### config.mk
export PLATFORM = sky130hd
export DESIGN_NAME = iexecute
export DESIGN_NICKNAME = d
export VERILOG_FILES = /design/src/rtl/iexecute_pkg.sv /design/src/rtl/iexecute_alu_control.sv /design/src/rtl/iexecute.sv
export SDC_FILE = /design/constraint.sdc
export NUM_CORES = 1
export LEC_CHECK = 0
export BUFFER_PORTS_ARGS = -buffer_cell sky130_fd_sc_hd__buf_2
export CELL_PAD_IN_SITES_DETAIL_PLACEMENT = 0
export CELL_PAD_IN_SITES_GLOBAL_PLACEMENT = 1
export CORE_UTILIZATION = 35
export DETAILED_ROUTE_END_ITERATION = 16
export GPL_TIMING_DRIVEN = 0
export PLACE_DENSITY = 0.91
export SLEW_MARGIN = 20
export SYNTH_ARGS = -nofsm -noshare
export SYNTH_HDL_FRONTEND = slang
export SYNTH_SLANG_ARGS = --single-unit
### constraint.sdc
create_clock -name clk -period 4.9 [get_ports clk]
set_clock_uncertainty 0.15 [all_clocks]
set_input_delay 0.98 -clock clk [delete_from_list [all_inputs] [get_ports clk]]
set_output_delay 0.98 -clock clk [all_outputs]
set_load 0.02 [all_outputs]
### src/rtl/iexecute_pkg.sv
// Shared definitions for the EX stage: ALU control codes, aluop
// encodings, R-type funct values and control-bundle bit positions.
package iexecute_pkg;

  typedef enum logic [2:0] {
    ALU_AND = 3'b000,
    ALU_OR  = 3'b001,
    ALU_ADD = 3'b010,
    ALU_SUB = 3'b110,
    ALU_SLT = 3'b111
  } aluCodeE;

  typedef enum logic [1:0] {
    ALUOP_ADD   = 2'b00,
    ALUOP_SUB   = 2'b01,
    ALUOP_RTYPE = 2'b10,
    ALUOP_RSVD  = 2'b11
  } aluOpE;

  localparam logic [5:0] FUNCT_ADD = 6'b100000;
  localparam logic [5:0] FUNCT_SUB = 6'b100010;
  localparam logic [5:0] FUNCT_AND = 6'b100100;
  localparam logic [5:0] FUNCT_OR  = 6'b100101;
  localparam logic [5:0] FUNCT_SLT = 6'b101010;

  localparam int WB_REGWRITE = 1;
  localparam int WB_MEMTOREG = 0;

  localparam int M_BRANCH   = 2;
  localparam int M_MEMREAD  = 1;
  localparam int M_MEMWRITE = 0;

endpackage

### src/rtl/iexecute_alu_control.sv
// ALU control decoder: turns the two-bit aluop from decode plus the
// R-type funct field into the three-bit operation code the ALU uses.
module alu_control
  import iexecute_pkg::*;
(
  input  logic [1:0] i_aluop,
  input  logic [5:0] i_funct,
  output aluCodeE    o_aluCtl
);

  // Loads/stores and the reserved encoding add; branches subtract;
  // only R-type looks at funct, and unknown functs fall back to add.
  always_comb begin
    o_aluCtl = ALU_ADD;
    case (i_aluop)
      ALUOP_ADD:  o_aluCtl = ALU_ADD;
      ALUOP_SUB:  o_aluCtl = ALU_SUB;
      ALUOP_RTYPE: begin
        case (i_funct)
          FUNCT_ADD: o_aluCtl = ALU_ADD;
          FUNCT_SUB: o_aluCtl = ALU_SUB;
          FUNCT_AND: o_aluCtl = ALU_AND;
          FUNCT_OR:  o_aluCtl = ALU_OR;
          FUNCT_SLT: o_aluCtl = ALU_SLT;
          default:   o_aluCtl = ALU_ADD;
        endcase
      end
      default:    o_aluCtl = ALU_ADD;
    endcase
  end

endmodule

### src/rtl/iexecute.sv
// EX stage of the 5-stage MIPS pipeline: branch-target adder, ALU,
// destination-register mux and the EX/MEM pipeline latch. The latched
// branch decision is fed back to fetch.
module iexecute
  import iexecute_pkg::*;
#(
  parameter int DATA_W = 32,
  parameter int REG_AW = 5
) (
  input  logic              clk,
  input  logic              rst,
  input  logic [1:0]        wb_ctl,
  input  logic [2:0]        m_ctl,
  input  logic              regdst,
  input  logic              alusrc,
  input  logic [1:0]        aluop,
  input  logic [DATA_W-1:0] npc,
  input  logic [DATA_W-1:0] rdata1,
  input  logic [DATA_W-1:0] rdata2,
  input  logic [DATA_W-1:0] s_extend,
  input  logic [REG_AW-1:0] instr_2016,
  input  logic [REG_AW-1:0] instr_1511,
  output logic [1:0]        wb_ctlout,
  output logic              branch,
  output logic              memread,
  output logic              memwrite,
  output logic [DATA_W-1:0] add_result,
  output logic              zero,
  output logic [DATA_W-1:0] alu_result,
  output logic [DATA_W-1:0] rdata2out,
  output logic [REG_AW-1:0] dest_reg,
  output logic              EX_MEM_PCSrc,
  output logic [DATA_W-1:0] EX_MEM_NPC
);

  aluCodeE           w_aluCtl;
  logic [DATA_W-1:0] w_aluB;
  logic [DATA_W-1:0] w_aluResult;
  logic [DATA_W-1:0] w_branchTarget;
  logic [REG_AW-1:0] w_destReg;

  logic [1:0]        r_wbCtl;
  logic              r_branch;
  logic              r_memRead;
  logic              r_memWrite;
  logic [DATA_W-1:0] r_addResult;
  logic              r_zero;
  logic [DATA_W-1:0] r_aluResult;
  logic [DATA_W-1:0] r_rdata2;
  logic [REG_AW-1:0] r_destReg;

  alu_control uAluControl (
    .i_aluop  (aluop),
    .i_funct  (s_extend[5:0]),
    .o_aluCtl (w_aluCtl)
  );

  // Operand select, branch target, and destination register select.
  always_comb begin
    w_aluB         = alusrc ? s_extend : rdata2;
    w_branchTarget = npc + {s_extend[DATA_W-3:0], 2'b00};
    w_destReg      = regdst ? instr_1511 : instr_2016;
  end

  // ALU proper; add/sub wrap silently, slt is signed, undefined codes give 0.
  always_comb begin
    w_aluResult = '0;
    case (w_aluCtl)
      ALU_AND: w_aluResult = rdata1 & w_aluB;
      ALU_OR:  w_aluResult = rdata1 | w_aluB;
      ALU_ADD: w_aluResult = rdata1 + w_aluB;
      ALU_SUB: w_aluResult = rdata1 - w_aluB;
      ALU_SLT: w_aluResult = {{(DATA_W-1){1'b0}},
                              ($signed(rdata1) < $signed(w_aluB))};
      default: w_aluResult = '0;
    endcase
  end

  // EX/MEM latch: cleared whole on reset, otherwise loaded every cycle.
  always_ff @(posedge clk) begin
    if (rst) begin
      r_wbCtl     <= '0;
      r_branch    <= 1'b0;
      r_memRead   <= 1'b0;
      r_memWrite  <= 1'b0;
      r_addResult <= '0;
      r_zero      <= 1'b0;
      r_aluResult <= '0;
      r_rdata2    <= '0;
      r_destReg   <= '0;
    end else begin
      r_wbCtl     <= wb_ctl;
      r_branch    <= m_ctl[M_BRANCH];
      r_memRead   <= m_ctl[M_MEMREAD];
      r_memWrite  <= m_ctl[M_MEMWRITE];
      r_addResult <= w_branchTarget;
      r_zero      <= (w_aluResult == '0);
      r_aluResult <= w_aluResult;
      r_rdata2    <= rdata2;
      r_destReg   <= w_destReg;
    end
  end

  // Outputs come straight from the latch, so the fetch feedback never
  // depends on the instruction currently sitting in EX.
  always_comb begin
    wb_ctlout    = r_wbCtl;
    branch       = r_branch;
    memread      = r_memRead;
    memwrite     = r_memWrite;
    add_result   = r_addResult;
    zero         = r_zero;
    alu_result   = r_aluResult;
    rdata2out    = r_rdata2;
    dest_reg     = r_destReg;
    EX_MEM_PCSrc = r_branch & r_zero;
    EX_MEM_NPC   = r_addResult;
  end

endmodule

==> metrics.cfg <==
[floorplanning]
die-area_mm2 = 0.02908
ioPinCount = 289
die-width_um = 170.5
die_y_um = 170.5
core_area_mm2 = 0.02786
initial_core_util = 0.3569
placementRows = 61

[routing]
dr.first_iter.drc_count = 875
wl_um = 38780
drt-wirelength-per-cell_um = 19.66
dr.pass1.iters = 6
dr_total_vias = 10760
met1Wirelength_um = 16140
avgViaCountPerCell = 5.452
top_layer = met4
drcViolationCount = 0
ant_nets = 0
wl_met2_um = 18580
route.met3.wl_um = 2686

[sta]
tightest_slew_ns = 0.8616
post-route-period-util = 0.9759
rsz0062_at_grt = no
fmax_mhz = 209.1
slew_headroom = 0.4256
fin_crit_ns = 4.782
finalHoldViolCount = 0
setup_viol = 0
finalMaxSlewViolations = 0
tns_ns = 0

[layout]
regArea_mm2 = 0.002142
num-fill-cells = 2743
multi_input_area_mm2 = 0.007371
areaGrowthSynthToFinish_pct = 29.40
nNetsFinal = 1867
drive_above_1_share = 0.2822

[global_route]
overflow = 0
grt_antenna_before_repair = 4
grt_max_degree = 19
grt_pass1_vias = 9859
track_usage = 0.2507
grt_pass1_wl_um = 55540

[setup_path]
path_class = in2reg
crit_buf_inv = 3
critical_path.max_stage_delay_ns = 0.53
cp_cell_sequence = buf_12 > buf_12 > mux2i_4 > buf_4 > ha_1 > nor2b_1 > or3_1 > o311ai_4 > o221ai_1 > a221o_1 > a211o_1 > or4b_4 > nor4_4 > and4_4 > nand4_1 > nor2_1
critPathTopFamily = simple AND/OR/NAND/NOR gates
crit_top_cell = buf_12
start_kind = input port
critPathRequiredTime_ns = 5.04
cp_slowest_cell = or4b_4
critPathArrivalTime_ns = 4.92
cp.depth = 16
setup.worst_path.end_class = register
critPathMaxFanout = 8

[clock_network]
cts_tree = yes
clock_sinks = 107
numCtsBuffers = 9
h-tree-depth = 3
clockRootBuffer = clkbuf_16
cts_hold_buf = 0
cts_buffer_depth = 2
cts.clk_slew.worst_paths_ns = 0.08

[yosys]
syn_inst = 1278
synthArstFlopShare = 0
ys.warnings.count = 0
ys_seq_area_frac = 0.2155
synth_edf_count = 0
yosys.area.top_type = dfxtp_1
synth_common_cells = nor2_1 (147), ha_1 (129), inv_1 (112), dfxtp_1 (107), a21oi_1 (100)
synthDistinctLibCells = 79
synth.most_common_cell = nor2_1
syn_area_per_cell_um2 = 7.779
synthTopCellsByArea = dfxtp_1 (22%), ha_1 (16%), nor2_1 (5.5%), a21oi_1 (5.0%), inv_1 (4.2%)
synth_top_area_frac = 0.2155
ys_ff_latch = 107
syn_area_mm2 = 0.009942
synth_fp_nets = 1559
synth_top_flop_cell = dfxtp_1

[power]
p_per_area_mw_per_mm2 = 268.2
pwr-share-clk = 0.225
p_seq_frac = 0.288
swShare = 0.4135
comb_power_share = 0.487
intPower_mw = 2.024
finalPower_mw = 3.451
ir_drop_mv = 0.2066
leakagePower_nw = 6.178
switchingPower_mw = 1.427

[worst_hold_path]
hold_path.class = in2reg
hold_depth = 2

[job]
maxCapViolations = 0

[place]
portBuffers = 286
dp.final_hpwl_um = 30860
globalplace.congestion = 0.9285

[run_status]
status = finished, final reports clean

worst paths after layout:
| path | startpoint | endpoint | slack (ns) |
|---|---|---|---|
| min | wb_ctl[0] | wb_ctlout[0]$_SDFF_PP0_ | 0.68 |
| max | alusrc | zero$_SDFF_PP0_ | 0.12 |
power groups by stage:
stage | logic, mW | registers (mW) | clock network (mW)
4_1_cts | 1.59 | 0.994 | 0.791
2_1_floorplan | 0.921 | 1.13 | 0
3_5_place_dp | 1.54 | 1.01 | 0
5_1_grt | 1.81 | 1.00 | 0.819
6_report | 1.68 | 0.993 | 0.776
3_3_place_gp | 1.52 | 1.01 | 0
cells by family (layout without fill, tap and decap cells):
| family | count (synthesis) | in the layout | share of synthesized area |
|---|---|---|---|
| simple gates | 402 | 402 | 0.2030 |
| compound gates | 368 | 368 | 0.2606 |
| buf+inv | 203 | 516 | 0.08960 |
| fa+ha+maj | 132 | 132 | 0.1684 |
| flops | 107 | 107 | 0.2155 |
| mux | 38 | 38 | 0.03826 |
| xor+xnor | 28 | 28 | 0.02467 |
| other cells | 0 | 4 | 0 |
per-layer routing:
layer / up-vias / global-route usage
met5: - / 0
met4: 0 / 0.09871
met3: 74 / 0.03447
met2: 476 / 0.4243
met1: 5036 / 0.3201
li1: 5171 / -
per-stage QoR:
stage          instances  hold WS (ns)  setup WS (ns)    util  cell area, µm²
5_1_grt             1973        0.6885       0.007804  0.4618           12860
4_1_cts             1961        0.6679        0.01245  0.4478           12480
3_5_place_dp        1942         1.046         -1.279  0.4254           11850
6_report            1973        0.6839         0.1179  0.4618           12860
3_3_place_gp        1942         1.040         -1.241  0.4254           11850
2_1_floorplan       1278        0.9582       0.002093       -            9946
final cells by class:
| type | instances | area share |
|---|---|---|
| Inverter | 113 | 0.03297 |
| Buffer | 82 | 0.03958 |
| Sequential cell | 107 | 0.1665 |
| Timing Repair Buffer | 305 | 0.1264 |
| Antenna cell | 4 | 0.0007781 |
| Tap cell | 378 | 0.03676 |
| Multi-Input combinational cell | 968 | 0.5729 |
| Clock buffer | 10 | 0.01858 |
| Clock inverter | 6 | 0.005446 |
repair_timing:
item / 4_1_cts / 5_1_grt
setup endpoints to repair: 11 / 7
gates resized for setup: 62 / 53
cloned: 0 / 3
setup buffers: 5 / 11
pin swaps: 3 / 14
cell usage in the layout (no fill, tap or decap), drive strengths merged, types with 7 or more instances in the layout:
| cell | count |
|---|---|
| o21a | 9 |
| a221oi | 13 |
| nand2b | 19 |
| clkbuf | 48 |
| nand3 | 26 |
| inv | 116 |
| o31ai | 12 |
| nand2 | 50 |
| nor2b | 63 |
| nor2 | 147 |
| and2 | 10 |
| o21ai | 46 |
| nand4 | 10 |
| or3 | 10 |
| ha | 129 |
| a211o | 9 |
| or2 | 7 |
| o211ai | 17 |
| dfxtp | 107 |
| o21bai | 13 |
| a2111oi | 7 |
| a21oi | 100 |
| xnor2 | 18 |
| a31oi | 11 |
| buf | 349 |
| xor2 | 10 |
| a221o | 14 |
| o221ai | 15 |
| a21o | 24 |
| mux2i | 38 |
| nor4 | 14 |
| a211oi | 18 |
| nor3 | 21 |
Power figures use the tool's default switching activity.
